File: src/rtl/mem_arbiter_pkg.sv
// Shared types for the two-master memory arbiter: FSM state encoding and grant bit indices.
package MemArbStruct;

    typedef enum logic [1:0] {
        IDLE = 2'd0,
        I_RD = 2'd1,
        D_RD = 2'd2,
        D_WR = 2'd3
    } arb_state_e;

    localparam int GNT_ICACHE = 0;
    localparam int GNT_DCACHE = 1;

    // One-hot owner vector for a given FSM state; IDLE owns nothing.
    function automatic logic [1:0] state_to_grant(arb_state_e s);
        logic [1:0] g;
        g = 2'b00;
        case (s)
            I_RD:       g[GNT_ICACHE] = 1'b1;
            D_RD, D_WR: g[GNT_DCACHE] = 1'b1;
            default:    g = 2'b00;
        endcase
        return g;
    endfunction

endpackage

File: src/rtl/mem_ift.sv
// Valid/ready memory port: read request, read reply, write request, write reply channels.
interface Mem_ift #(
    parameter int ADDR_WIDTH = 64,
    parameter int DATA_WIDTH = 64
);

    logic                      rd_req_valid;
    logic                      rd_req_ready;
    logic [ADDR_WIDTH-1:0]     rd_req_addr;

    logic                      rd_rsp_valid;
    logic                      rd_rsp_ready;
    logic [DATA_WIDTH-1:0]     rd_rsp_data;

    logic                      wr_req_valid;
    logic                      wr_req_ready;
    logic [ADDR_WIDTH-1:0]     wr_req_addr;
    logic [DATA_WIDTH-1:0]     wr_req_data;
    logic [DATA_WIDTH/8-1:0]   wr_req_wmask;

    logic                      wr_rsp_valid;
    logic                      wr_rsp_ready;

    // Master issues requests and accepts replies.
    modport Master (
        output rd_req_valid, rd_req_addr, rd_rsp_ready,
        output wr_req_valid, wr_req_addr, wr_req_data, wr_req_wmask, wr_rsp_ready,
        input  rd_req_ready, rd_rsp_valid, rd_rsp_data,
        input  wr_req_ready, wr_rsp_valid
    );

    modport Slave (
        input  rd_req_valid, rd_req_addr, rd_rsp_ready,
        input  wr_req_valid, wr_req_addr, wr_req_data, wr_req_wmask, wr_rsp_ready,
        output rd_req_ready, rd_rsp_valid, rd_rsp_data,
        output wr_req_ready, wr_rsp_valid
    );

endinterface

File: src/rtl/mem_arbiter_pick.sv
// Combinational Icache/Dcache picker. Define MEM_ARB_RR_EN for round-robin; otherwise Dcache has fixed priority.
module mem_arb_pick (
    input  logic req_icache,
    input  logic req_dcache,
    input  logic last_grant,
    output logic pick_valid,
    output logic pick_dcache
);

    assign pick_valid = req_icache | req_dcache;

`ifdef MEM_ARB_RR_EN
    // On contention hand the port to whoever did not own it last (last_grant: 1 = Dcache).
    assign pick_dcache = req_dcache & (~req_icache | ~last_grant);
`else
    logic unused_last_grant;
    assign unused_last_grant = last_grant;
    assign pick_dcache       = req_dcache;
`endif

endmodule

File: src/rtl/mem_arbiter.sv
// Serialising arbiter sharing one Mem_ift memory port between Icache (reads) and Dcache (reads/writes).
// Arbitration policy comes from mem_arb_pick; MEM_ARB_RR_EN selects round-robin instead of Dcache priority.
module mem_arbiter
    import MemArbStruct::*;
#(
    parameter int ADDR_WIDTH = 64,
    parameter int DATA_WIDTH = 64
) (
    input  logic        clk,
    input  logic        rst,
    Mem_ift.Slave       icache_ift,
    Mem_ift.Slave       dcache_ift,
    Mem_ift.Master      mem_ift,
    output logic [1:0]  grant,
    output logic        busy
);

    localparam logic [ADDR_WIDTH-1:0]   ADDR_ZERO = '0;
    localparam logic [DATA_WIDTH-1:0]   DATA_ZERO = '0;
    localparam logic [DATA_WIDTH/8-1:0] MASK_ZERO = '0;

    arb_state_e state_q, state_d;
    logic       last_grant_q, last_grant_d;

    logic       pick_valid;
    logic       pick_dcache;
    logic       dcache_req;

    assign dcache_req = dcache_ift.rd_req_valid | dcache_ift.wr_req_valid;

    mem_arb_pick u_pick (
        .req_icache  (icache_ift.rd_req_valid),
        .req_dcache  (dcache_req),
        .last_grant  (last_grant_q),
        .pick_valid  (pick_valid),
        .pick_dcache (pick_dcache)
    );

    always_ff @(posedge clk) begin
        if (rst) begin
            state_q      <= IDLE;
            last_grant_q <= 1'b0;
        end else begin
            state_q      <= state_d;
            last_grant_q <= last_grant_d;
        end
    end

    // The grant is released only by the reply handshake, never by the request handshake.
    always_comb begin
        state_d      = state_q;
        last_grant_d = last_grant_q;
        case (state_q)
            IDLE: begin
                if (pick_valid) begin
                    last_grant_d = pick_dcache;
                    if (!pick_dcache) begin
                        state_d = I_RD;
                    end else if (dcache_ift.wr_req_valid) begin
                        state_d = D_WR;
                    end else begin
                        state_d = D_RD;
                    end
                end
            end
            I_RD: begin
                if (mem_ift.rd_rsp_valid && icache_ift.rd_rsp_ready) begin
                    state_d = IDLE;
                end
            end
            D_RD: begin
                if (mem_ift.rd_rsp_valid && dcache_ift.rd_rsp_ready) begin
                    state_d = IDLE;
                end
            end
            D_WR: begin
                if (mem_ift.wr_rsp_valid && dcache_ift.wr_rsp_ready) begin
                    state_d = IDLE;
                end
            end
            default: state_d = IDLE;
        endcase
    end

    assign grant = state_to_grant(state_q);
    assign busy  = (state_q != IDLE);

    always_comb begin
        icache_ift.rd_req_ready = 1'b0;
        icache_ift.rd_rsp_valid = 1'b0;
        icache_ift.rd_rsp_data  = DATA_ZERO;
        icache_ift.wr_req_ready = 1'b0;
        icache_ift.wr_rsp_valid = 1'b0;

        dcache_ift.rd_req_ready = 1'b0;
        dcache_ift.rd_rsp_valid = 1'b0;
        dcache_ift.rd_rsp_data  = DATA_ZERO;
        dcache_ift.wr_req_ready = 1'b0;
        dcache_ift.wr_rsp_valid = 1'b0;

        mem_ift.rd_req_valid = 1'b0;
        mem_ift.rd_req_addr  = ADDR_ZERO;
        mem_ift.rd_rsp_ready = 1'b0;
        mem_ift.wr_req_valid = 1'b0;
        mem_ift.wr_req_addr  = ADDR_ZERO;
        mem_ift.wr_req_data  = DATA_ZERO;
        mem_ift.wr_req_wmask = MASK_ZERO;
        mem_ift.wr_rsp_ready = 1'b0;

        case (state_q)
            I_RD: begin
                mem_ift.rd_req_valid    = icache_ift.rd_req_valid;
                mem_ift.rd_req_addr     = icache_ift.rd_req_addr;
                icache_ift.rd_req_ready = mem_ift.rd_req_ready;
                icache_ift.rd_rsp_valid = mem_ift.rd_rsp_valid;
                icache_ift.rd_rsp_data  = mem_ift.rd_rsp_data;
                mem_ift.rd_rsp_ready    = icache_ift.rd_rsp_ready;
            end
            D_RD: begin
                mem_ift.rd_req_valid    = dcache_ift.rd_req_valid;
                mem_ift.rd_req_addr     = dcache_ift.rd_req_addr;
                dcache_ift.rd_req_ready = mem_ift.rd_req_ready;
                dcache_ift.rd_rsp_valid = mem_ift.rd_rsp_valid;
                dcache_ift.rd_rsp_data  = mem_ift.rd_rsp_data;
                mem_ift.rd_rsp_ready    = dcache_ift.rd_rsp_ready;
            end
            D_WR: begin
                mem_ift.wr_req_valid    = dcache_ift.wr_req_valid;
                mem_ift.wr_req_addr     = dcache_ift.wr_req_addr;
                mem_ift.wr_req_data     = dcache_ift.wr_req_data;
                mem_ift.wr_req_wmask    = dcache_ift.wr_req_wmask;
                dcache_ift.wr_req_ready = mem_ift.wr_req_ready;
                dcache_ift.wr_rsp_valid = mem_ift.wr_rsp_valid;
                mem_ift.wr_rsp_ready    = dcache_ift.wr_rsp_ready;
            end
            default: ;
        endcase
    end

endmodule

File: src/flat_wrapper.sv
// flat-port wrapper written by rule: the top's interface ports become plain ports
module mem_arbiter_flat import MemArbStruct::*;
#(
    parameter int ADDR_WIDTH = 64,
    parameter int DATA_WIDTH = 64
)
  (clk, rst, grant, busy, icache_ift_rd_req_valid, icache_ift_rd_req_addr, icache_ift_rd_rsp_ready, icache_ift_wr_req_valid, icache_ift_wr_req_addr, icache_ift_wr_req_data, icache_ift_wr_req_wmask, icache_ift_wr_rsp_ready, icache_ift_rd_req_ready, icache_ift_rd_rsp_valid, icache_ift_rd_rsp_data, icache_ift_wr_req_ready, icache_ift_wr_rsp_valid, dcache_ift_rd_req_valid, dcache_ift_rd_req_addr, dcache_ift_rd_rsp_ready, dcache_ift_wr_req_valid, dcache_ift_wr_req_addr, dcache_ift_wr_req_data, dcache_ift_wr_req_wmask, dcache_ift_wr_rsp_ready, dcache_ift_rd_req_ready, dcache_ift_rd_rsp_valid, dcache_ift_rd_rsp_data, dcache_ift_wr_req_ready, dcache_ift_wr_rsp_valid, mem_ift_rd_req_valid, mem_ift_rd_req_addr, mem_ift_rd_rsp_ready, mem_ift_wr_req_valid, mem_ift_wr_req_addr, mem_ift_wr_req_data, mem_ift_wr_req_wmask, mem_ift_wr_rsp_ready, mem_ift_rd_req_ready, mem_ift_rd_rsp_valid, mem_ift_rd_rsp_data, mem_ift_wr_req_ready, mem_ift_wr_rsp_valid);
  Mem_ift #(.ADDR_WIDTH(ADDR_WIDTH), .DATA_WIDTH(DATA_WIDTH)) icache_ift_i ();
  Mem_ift #(.ADDR_WIDTH(ADDR_WIDTH), .DATA_WIDTH(DATA_WIDTH)) dcache_ift_i ();
  Mem_ift #(.ADDR_WIDTH(ADDR_WIDTH), .DATA_WIDTH(DATA_WIDTH)) mem_ift_i ();
  input  logic clk;
  input  logic rst;
  output logic [1:0] grant;
  output logic busy;
  input wire logic [$bits(icache_ift_i.rd_req_valid)-1:0] icache_ift_rd_req_valid;
  input wire logic [$bits(icache_ift_i.rd_req_addr)-1:0] icache_ift_rd_req_addr;
  input wire logic [$bits(icache_ift_i.rd_rsp_ready)-1:0] icache_ift_rd_rsp_ready;
  input wire logic [$bits(icache_ift_i.wr_req_valid)-1:0] icache_ift_wr_req_valid;
  input wire logic [$bits(icache_ift_i.wr_req_addr)-1:0] icache_ift_wr_req_addr;
  input wire logic [$bits(icache_ift_i.wr_req_data)-1:0] icache_ift_wr_req_data;
  input wire logic [$bits(icache_ift_i.wr_req_wmask)-1:0] icache_ift_wr_req_wmask;
  input wire logic [$bits(icache_ift_i.wr_rsp_ready)-1:0] icache_ift_wr_rsp_ready;
  output wire logic [$bits(icache_ift_i.rd_req_ready)-1:0] icache_ift_rd_req_ready;
  output wire logic [$bits(icache_ift_i.rd_rsp_valid)-1:0] icache_ift_rd_rsp_valid;
  output wire logic [$bits(icache_ift_i.rd_rsp_data)-1:0] icache_ift_rd_rsp_data;
  output wire logic [$bits(icache_ift_i.wr_req_ready)-1:0] icache_ift_wr_req_ready;
  output wire logic [$bits(icache_ift_i.wr_rsp_valid)-1:0] icache_ift_wr_rsp_valid;
  input wire logic [$bits(dcache_ift_i.rd_req_valid)-1:0] dcache_ift_rd_req_valid;
  input wire logic [$bits(dcache_ift_i.rd_req_addr)-1:0] dcache_ift_rd_req_addr;
  input wire logic [$bits(dcache_ift_i.rd_rsp_ready)-1:0] dcache_ift_rd_rsp_ready;
  input wire logic [$bits(dcache_ift_i.wr_req_valid)-1:0] dcache_ift_wr_req_valid;
  input wire logic [$bits(dcache_ift_i.wr_req_addr)-1:0] dcache_ift_wr_req_addr;
  input wire logic [$bits(dcache_ift_i.wr_req_data)-1:0] dcache_ift_wr_req_data;
  input wire logic [$bits(dcache_ift_i.wr_req_wmask)-1:0] dcache_ift_wr_req_wmask;
  input wire logic [$bits(dcache_ift_i.wr_rsp_ready)-1:0] dcache_ift_wr_rsp_ready;
  output wire logic [$bits(dcache_ift_i.rd_req_ready)-1:0] dcache_ift_rd_req_ready;
  output wire logic [$bits(dcache_ift_i.rd_rsp_valid)-1:0] dcache_ift_rd_rsp_valid;
  output wire logic [$bits(dcache_ift_i.rd_rsp_data)-1:0] dcache_ift_rd_rsp_data;
  output wire logic [$bits(dcache_ift_i.wr_req_ready)-1:0] dcache_ift_wr_req_ready;
  output wire logic [$bits(dcache_ift_i.wr_rsp_valid)-1:0] dcache_ift_wr_rsp_valid;
  output wire logic [$bits(mem_ift_i.rd_req_valid)-1:0] mem_ift_rd_req_valid;
  output wire logic [$bits(mem_ift_i.rd_req_addr)-1:0] mem_ift_rd_req_addr;
  output wire logic [$bits(mem_ift_i.rd_rsp_ready)-1:0] mem_ift_rd_rsp_ready;
  output wire logic [$bits(mem_ift_i.wr_req_valid)-1:0] mem_ift_wr_req_valid;
  output wire logic [$bits(mem_ift_i.wr_req_addr)-1:0] mem_ift_wr_req_addr;
  output wire logic [$bits(mem_ift_i.wr_req_data)-1:0] mem_ift_wr_req_data;
  output wire logic [$bits(mem_ift_i.wr_req_wmask)-1:0] mem_ift_wr_req_wmask;
  output wire logic [$bits(mem_ift_i.wr_rsp_ready)-1:0] mem_ift_wr_rsp_ready;
  input wire logic [$bits(mem_ift_i.rd_req_ready)-1:0] mem_ift_rd_req_ready;
  input wire logic [$bits(mem_ift_i.rd_rsp_valid)-1:0] mem_ift_rd_rsp_valid;
  input wire logic [$bits(mem_ift_i.rd_rsp_data)-1:0] mem_ift_rd_rsp_data;
  input wire logic [$bits(mem_ift_i.wr_req_ready)-1:0] mem_ift_wr_req_ready;
  input wire logic [$bits(mem_ift_i.wr_rsp_valid)-1:0] mem_ift_wr_rsp_valid;
  assign icache_ift_i.rd_req_valid = icache_ift_rd_req_valid;
  assign icache_ift_i.rd_req_addr = icache_ift_rd_req_addr;
  assign icache_ift_i.rd_rsp_ready = icache_ift_rd_rsp_ready;
  assign icache_ift_i.wr_req_valid = icache_ift_wr_req_valid;
  assign icache_ift_i.wr_req_addr = icache_ift_wr_req_addr;
  assign icache_ift_i.wr_req_data = icache_ift_wr_req_data;
  assign icache_ift_i.wr_req_wmask = icache_ift_wr_req_wmask;
  assign icache_ift_i.wr_rsp_ready = icache_ift_wr_rsp_ready;
  assign icache_ift_rd_req_ready = icache_ift_i.rd_req_ready;
  assign icache_ift_rd_rsp_valid = icache_ift_i.rd_rsp_valid;
  assign icache_ift_rd_rsp_data = icache_ift_i.rd_rsp_data;
  assign icache_ift_wr_req_ready = icache_ift_i.wr_req_ready;
  assign icache_ift_wr_rsp_valid = icache_ift_i.wr_rsp_valid;
  assign dcache_ift_i.rd_req_valid = dcache_ift_rd_req_valid;
  assign dcache_ift_i.rd_req_addr = dcache_ift_rd_req_addr;
  assign dcache_ift_i.rd_rsp_ready = dcache_ift_rd_rsp_ready;
  assign dcache_ift_i.wr_req_valid = dcache_ift_wr_req_valid;
  assign dcache_ift_i.wr_req_addr = dcache_ift_wr_req_addr;
  assign dcache_ift_i.wr_req_data = dcache_ift_wr_req_data;
  assign dcache_ift_i.wr_req_wmask = dcache_ift_wr_req_wmask;
  assign dcache_ift_i.wr_rsp_ready = dcache_ift_wr_rsp_ready;
  assign dcache_ift_rd_req_ready = dcache_ift_i.rd_req_ready;
  assign dcache_ift_rd_rsp_valid = dcache_ift_i.rd_rsp_valid;
  assign dcache_ift_rd_rsp_data = dcache_ift_i.rd_rsp_data;
  assign dcache_ift_wr_req_ready = dcache_ift_i.wr_req_ready;
  assign dcache_ift_wr_rsp_valid = dcache_ift_i.wr_rsp_valid;
  assign mem_ift_rd_req_valid = mem_ift_i.rd_req_valid;
  assign mem_ift_rd_req_addr = mem_ift_i.rd_req_addr;
  assign mem_ift_rd_rsp_ready = mem_ift_i.rd_rsp_ready;
  assign mem_ift_wr_req_valid = mem_ift_i.wr_req_valid;
  assign mem_ift_wr_req_addr = mem_ift_i.wr_req_addr;
  assign mem_ift_wr_req_data = mem_ift_i.wr_req_data;
  assign mem_ift_wr_req_wmask = mem_ift_i.wr_req_wmask;
  assign mem_ift_wr_rsp_ready = mem_ift_i.wr_rsp_ready;
  assign mem_ift_i.rd_req_ready = mem_ift_rd_req_ready;
  assign mem_ift_i.rd_rsp_valid = mem_ift_rd_rsp_valid;
  assign mem_ift_i.rd_rsp_data = mem_ift_rd_rsp_data;
  assign mem_ift_i.wr_req_ready = mem_ift_wr_req_ready;
  assign mem_ift_i.wr_rsp_valid = mem_ift_wr_rsp_valid;
  mem_arbiter #(.ADDR_WIDTH(ADDR_WIDTH), .DATA_WIDTH(DATA_WIDTH)) u_core (.clk(clk), .rst(rst), .icache_ift(icache_ift_i), .dcache_ift(dcache_ift_i), .mem_ift(mem_ift_i), .grant(grant), .busy(busy));
endmodule
File: config.mk
export PLATFORM = sky130hd
export DESIGN_NAME = mem_arbiter_flat
export DESIGN_NICKNAME = d
export VERILOG_FILES = /design/src/rtl/mem_arbiter_pkg.sv /design/src/rtl/mem_ift.sv /design/src/rtl/mem_arbiter_pick.sv /design/src/rtl/mem_arbiter.sv /design/src/flat_wrapper.sv
export SDC_FILE = /design/constraint.sdc
export NUM_CORES = 1
export LEC_CHECK = 0
export CAP_MARGIN = 15
export CORE_AREA = 10 10 312 314
export CTS_BUF_LIST = sky130_fd_sc_hd__clkbuf_4 sky130_fd_sc_hd__clkbuf_8 sky130_fd_sc_hd__clkbuf_16
export DETAILED_ROUTE_END_ITERATION = 6
export DIE_AREA = 0 0 322 324
export PLACE_DENSITY = 0.3
export SYNTH_ARGS = -nofsm -noshare
export SYNTH_HDL_FRONTEND = slang
export SYNTH_SLANG_ARGS = --single-unit
File: constraint.sdc
create_clock -name clk -period 1.9 [get_ports clk]
set_input_delay 0.38 -clock clk [delete_from_list [all_inputs] [get_ports clk]]
set_output_delay 0.38 -clock clk [all_outputs]
set_load 0.02 [all_outputs]
==> results.md <==
- Status: finished, violations left
- Failing checks: setup timing
- Endpoint of the worst register-to-register path: u_core.state_q[0]
- Setup Viol. Count Final: 254
- Final ANT Viol Nets: 0
- Iteration-0 DRC Markers: roughly 210
- Area delta synth->final: 390.3%
- Period Utilization, post-route: 114.5%
- Largest net degree at the start of global routing: 49
- Worst-path clk slew: 30 ps
- Hold_sp: u_core.state_q[1]
- Placed insts: between 2000 and 2500
- Adder-cell share of the synthesized area: under 10%
- Initial core utilization: ~3.4%
- Pwr per Cell Area: roughly 1000 mW/mm^2
- Area leader, netlist: and2_1
- Largest family of logic cells by synthesized area: simple AND/OR/NAND/NOR gates
- Cell depth of the worst hold path: 3
- Crit path DAT: 1800 ps
- Worst clock skew: roughly 2.7 ps
- Pre-CTS WS: -440.2 ps
- Max Cap Violations: 0
- WL final: around 77 mm
- RSZ-0062 raised after global routing: yes
- Worst setup path class: reg2out
- H-tree depth: 1
- Synth Area in Simple Gates: a little over two thirds
- Final hold vios: 0
- Die extent in x: 322 microns
- Top FF cell, synth: dfxtp_1
- Port Buffers: just under 700
- I/O pin cnt: a little over 800
- Mux contribution to synthesized area: less than 1%
- Largest regs: u_core.state_q (2)
- Post-detail-place hpwl: 62.59 mm
- Root Driver: clkbuf_16
- Worst setup margin: -276.1 ps
- Largest register FFs: 2
- Cells on worst reg2reg path: 7
- Post-Syn Area: ~0.0031 sq mm
- Compound-gate portion of the synthesized area: between 10% and 20%
- Mean post-synth cell area: roughly 6.4 sq um
- Post-synth EDFFs: 0
- Drt first pass iters: 4
- Worst hold path type: reg2reg
- Layout cells sized above 1: approximately three fifths
- Crit Path Max Fanout: 6
- Final Slew Violations: 0
- GR Util All Layers: a little over an eighth
- CTS Buffer Depth: 2
- Worst-Skew Late Latency: around 220 ps
- DRC viols: 0
- Leak: about 6.0 nW
- CTS tree: done
- Vias: roughly 7200
- Die height: between 300 and 400 microns
- Synth top cells by count: and2_1 (272), nor2b_1 (67), a22oi_1 (66)
- Biggest register: u_core.state_q
- Startpoint Class: flip-flop
- Row count: around 110
- Synth unique cells: 18
- Power Total: 0.01574 W
- Final core utilization: between 10% and 20%
- Worst IR Drop VDD: ~0.00062 V
- TNS Setup: -30670 ps
- CP Capture Type: output pin
- CORE AREA: 0.09111 sq mm
- GR Overflow Total: 0
- Vias in the first global route: around 7900
- Seq cells post-synth: 2
- Worst hold endpoint: u_core.state_q[1]
- Top cell type's share of synthesized area: 54.79%
- Synth area leaders: and2_1 (55%), a22oi_1 (16%), nor2b_1 (13%)
- Post-layout nets: around 1700
- CP required: around 1500 ps
- Top-count cell post-synth: and2_1
- Number of buffers created by CTS: 3
- Ys async rst share: 0%
- Die ar.: ~0.10 sq mm
- Worst R2R Setup Slack: 170 ps
- Post-Layout Cell Count: roughly 2400
- Max frequency: about 460 MHz
- Yosys warns: 0
- Tmin final: ~2200 ps
- DR vias/cell: just under 3
- Mapped Cells: ~480
- RePlAce Congestion: about 0.80
- RR Startpoint: u_core.state_q[0]
- Synth Area in XOR/XNOR: 0%
- Antenna violations before repair: 80
- CTS Sinks: 2
- First-pass GRT wire length: around 91 mm
- CTS hold repair buffers: 0
- Seq/Total Area, Yosys: 1.289%
- Avg WL per Cell: roughly 32 microns
[routing by layer]
layer | global-route usage, % | up-vias | share of wire, %
met4 | 1.328 | 74 | 1.4
li1 | - | 3105 | -
met3 | 8.779 | 115 | 14
met2 | 23.08 | 549 | 47
met5 | 0 | - | 0.65
met1 | 14.16 | 3307 | 37
[metrics by stage]
stage	hold WS (ps)	area [sq um]
floorplan	495.9	3184
global placement	644.4	12710
detailed placement	649.5	12710
CTS	648.5	14460
global route	666.8	15190
finish	620.2	15230
[worst max path at each step]
stage / start / to / slack (ps)
global placement: u_core.state_q[1] / mem_ift_rd_req_addr[21] / -440
detailed placement: u_core.state_q[1] / mem_ift_rd_req_addr[24] / -440
finish: u_core.state_q[0] / mem_ift_rd_req_addr[9] / -280
CTS: u_core.state_q[0] / mem_ift_rd_req_addr[32] / -380
global route: u_core.state_q[0] / mem_ift_rd_req_addr[9] / -320
floorplan: u_core.state_q[0] / mem_ift_rd_req_addr[35] / 20
[worst max-delay path: stages, from the launching register on]
cell	delay (ps)
dfxtp_4	340
buf_6	110
ha_4	150
buf_8	120
buf_12	130
buf_12	130
buf_16	140
a22oi_2	140
buf_6	140
nor2b_4	40
buf_12	120
[cell type report]
class / instances / area (sq um)
Sequential cell: 2 / 45.04
Fill cell: 10204 / 75880
Inverter: 4 / 15.01
Tap cell: 1186 / 1484
Antenna cell: 17 / 42.54
Multi-Input combinational cell: 425 / 3685
Clock buffer: 3 / 75.07
Timing Repair Buffer: 809 / 9879
[cell usage in the layout (no fill, tap or decap), drive strengths merged]
master,instances
dfxtp,2
ha,6
nor2b,67
buf,432
dlygate4sd2,1
a22oi,66
and2,272
bufbuf,1
clkdlybuf4s18,1
clkdlybuf4s15,21
clkbuf,16
nor4,1
nor4b,1
clkdlybuf4s50,340
diode,17
a21boi,3
inv,4
o21ai,2
mux2i,2
nand2b,2
conb,2
or2,1
[logic make-up (layout without fill, tap and decap cells)]
family | count (synthesis) | count (layout)
adders and majority gates | 6 | 6
buffers and inverters | 57 | 816
and+or+nand+nor | 344 | 344
AOI/OAI and AO/OA | 71 | 71
muxes | 2 | 2
other | 1 | 19
DFF | 2 | 2
[power breakdown]
group	total [W]	leakage, nW	internal (W)	switching [W]
Combinational	0.0153	5.91	0.00823	0.00710
Clock	0.000313	0.0371	0.000268	0.0000455
Sequential	0.0000948	0.0175	0.0000697	0.0000251
Total	0.0157	5.97	0.00857	0.00717
[timing repair]
action                     in CTS  in global routing
gates cloned                   24                 14
pin swaps                      30                 50
resized for setup            1058                243
setup buffers                  48                 13
setup endpoints to repair     327                279
No activity file was read; power rests on OpenSTA's default activity.
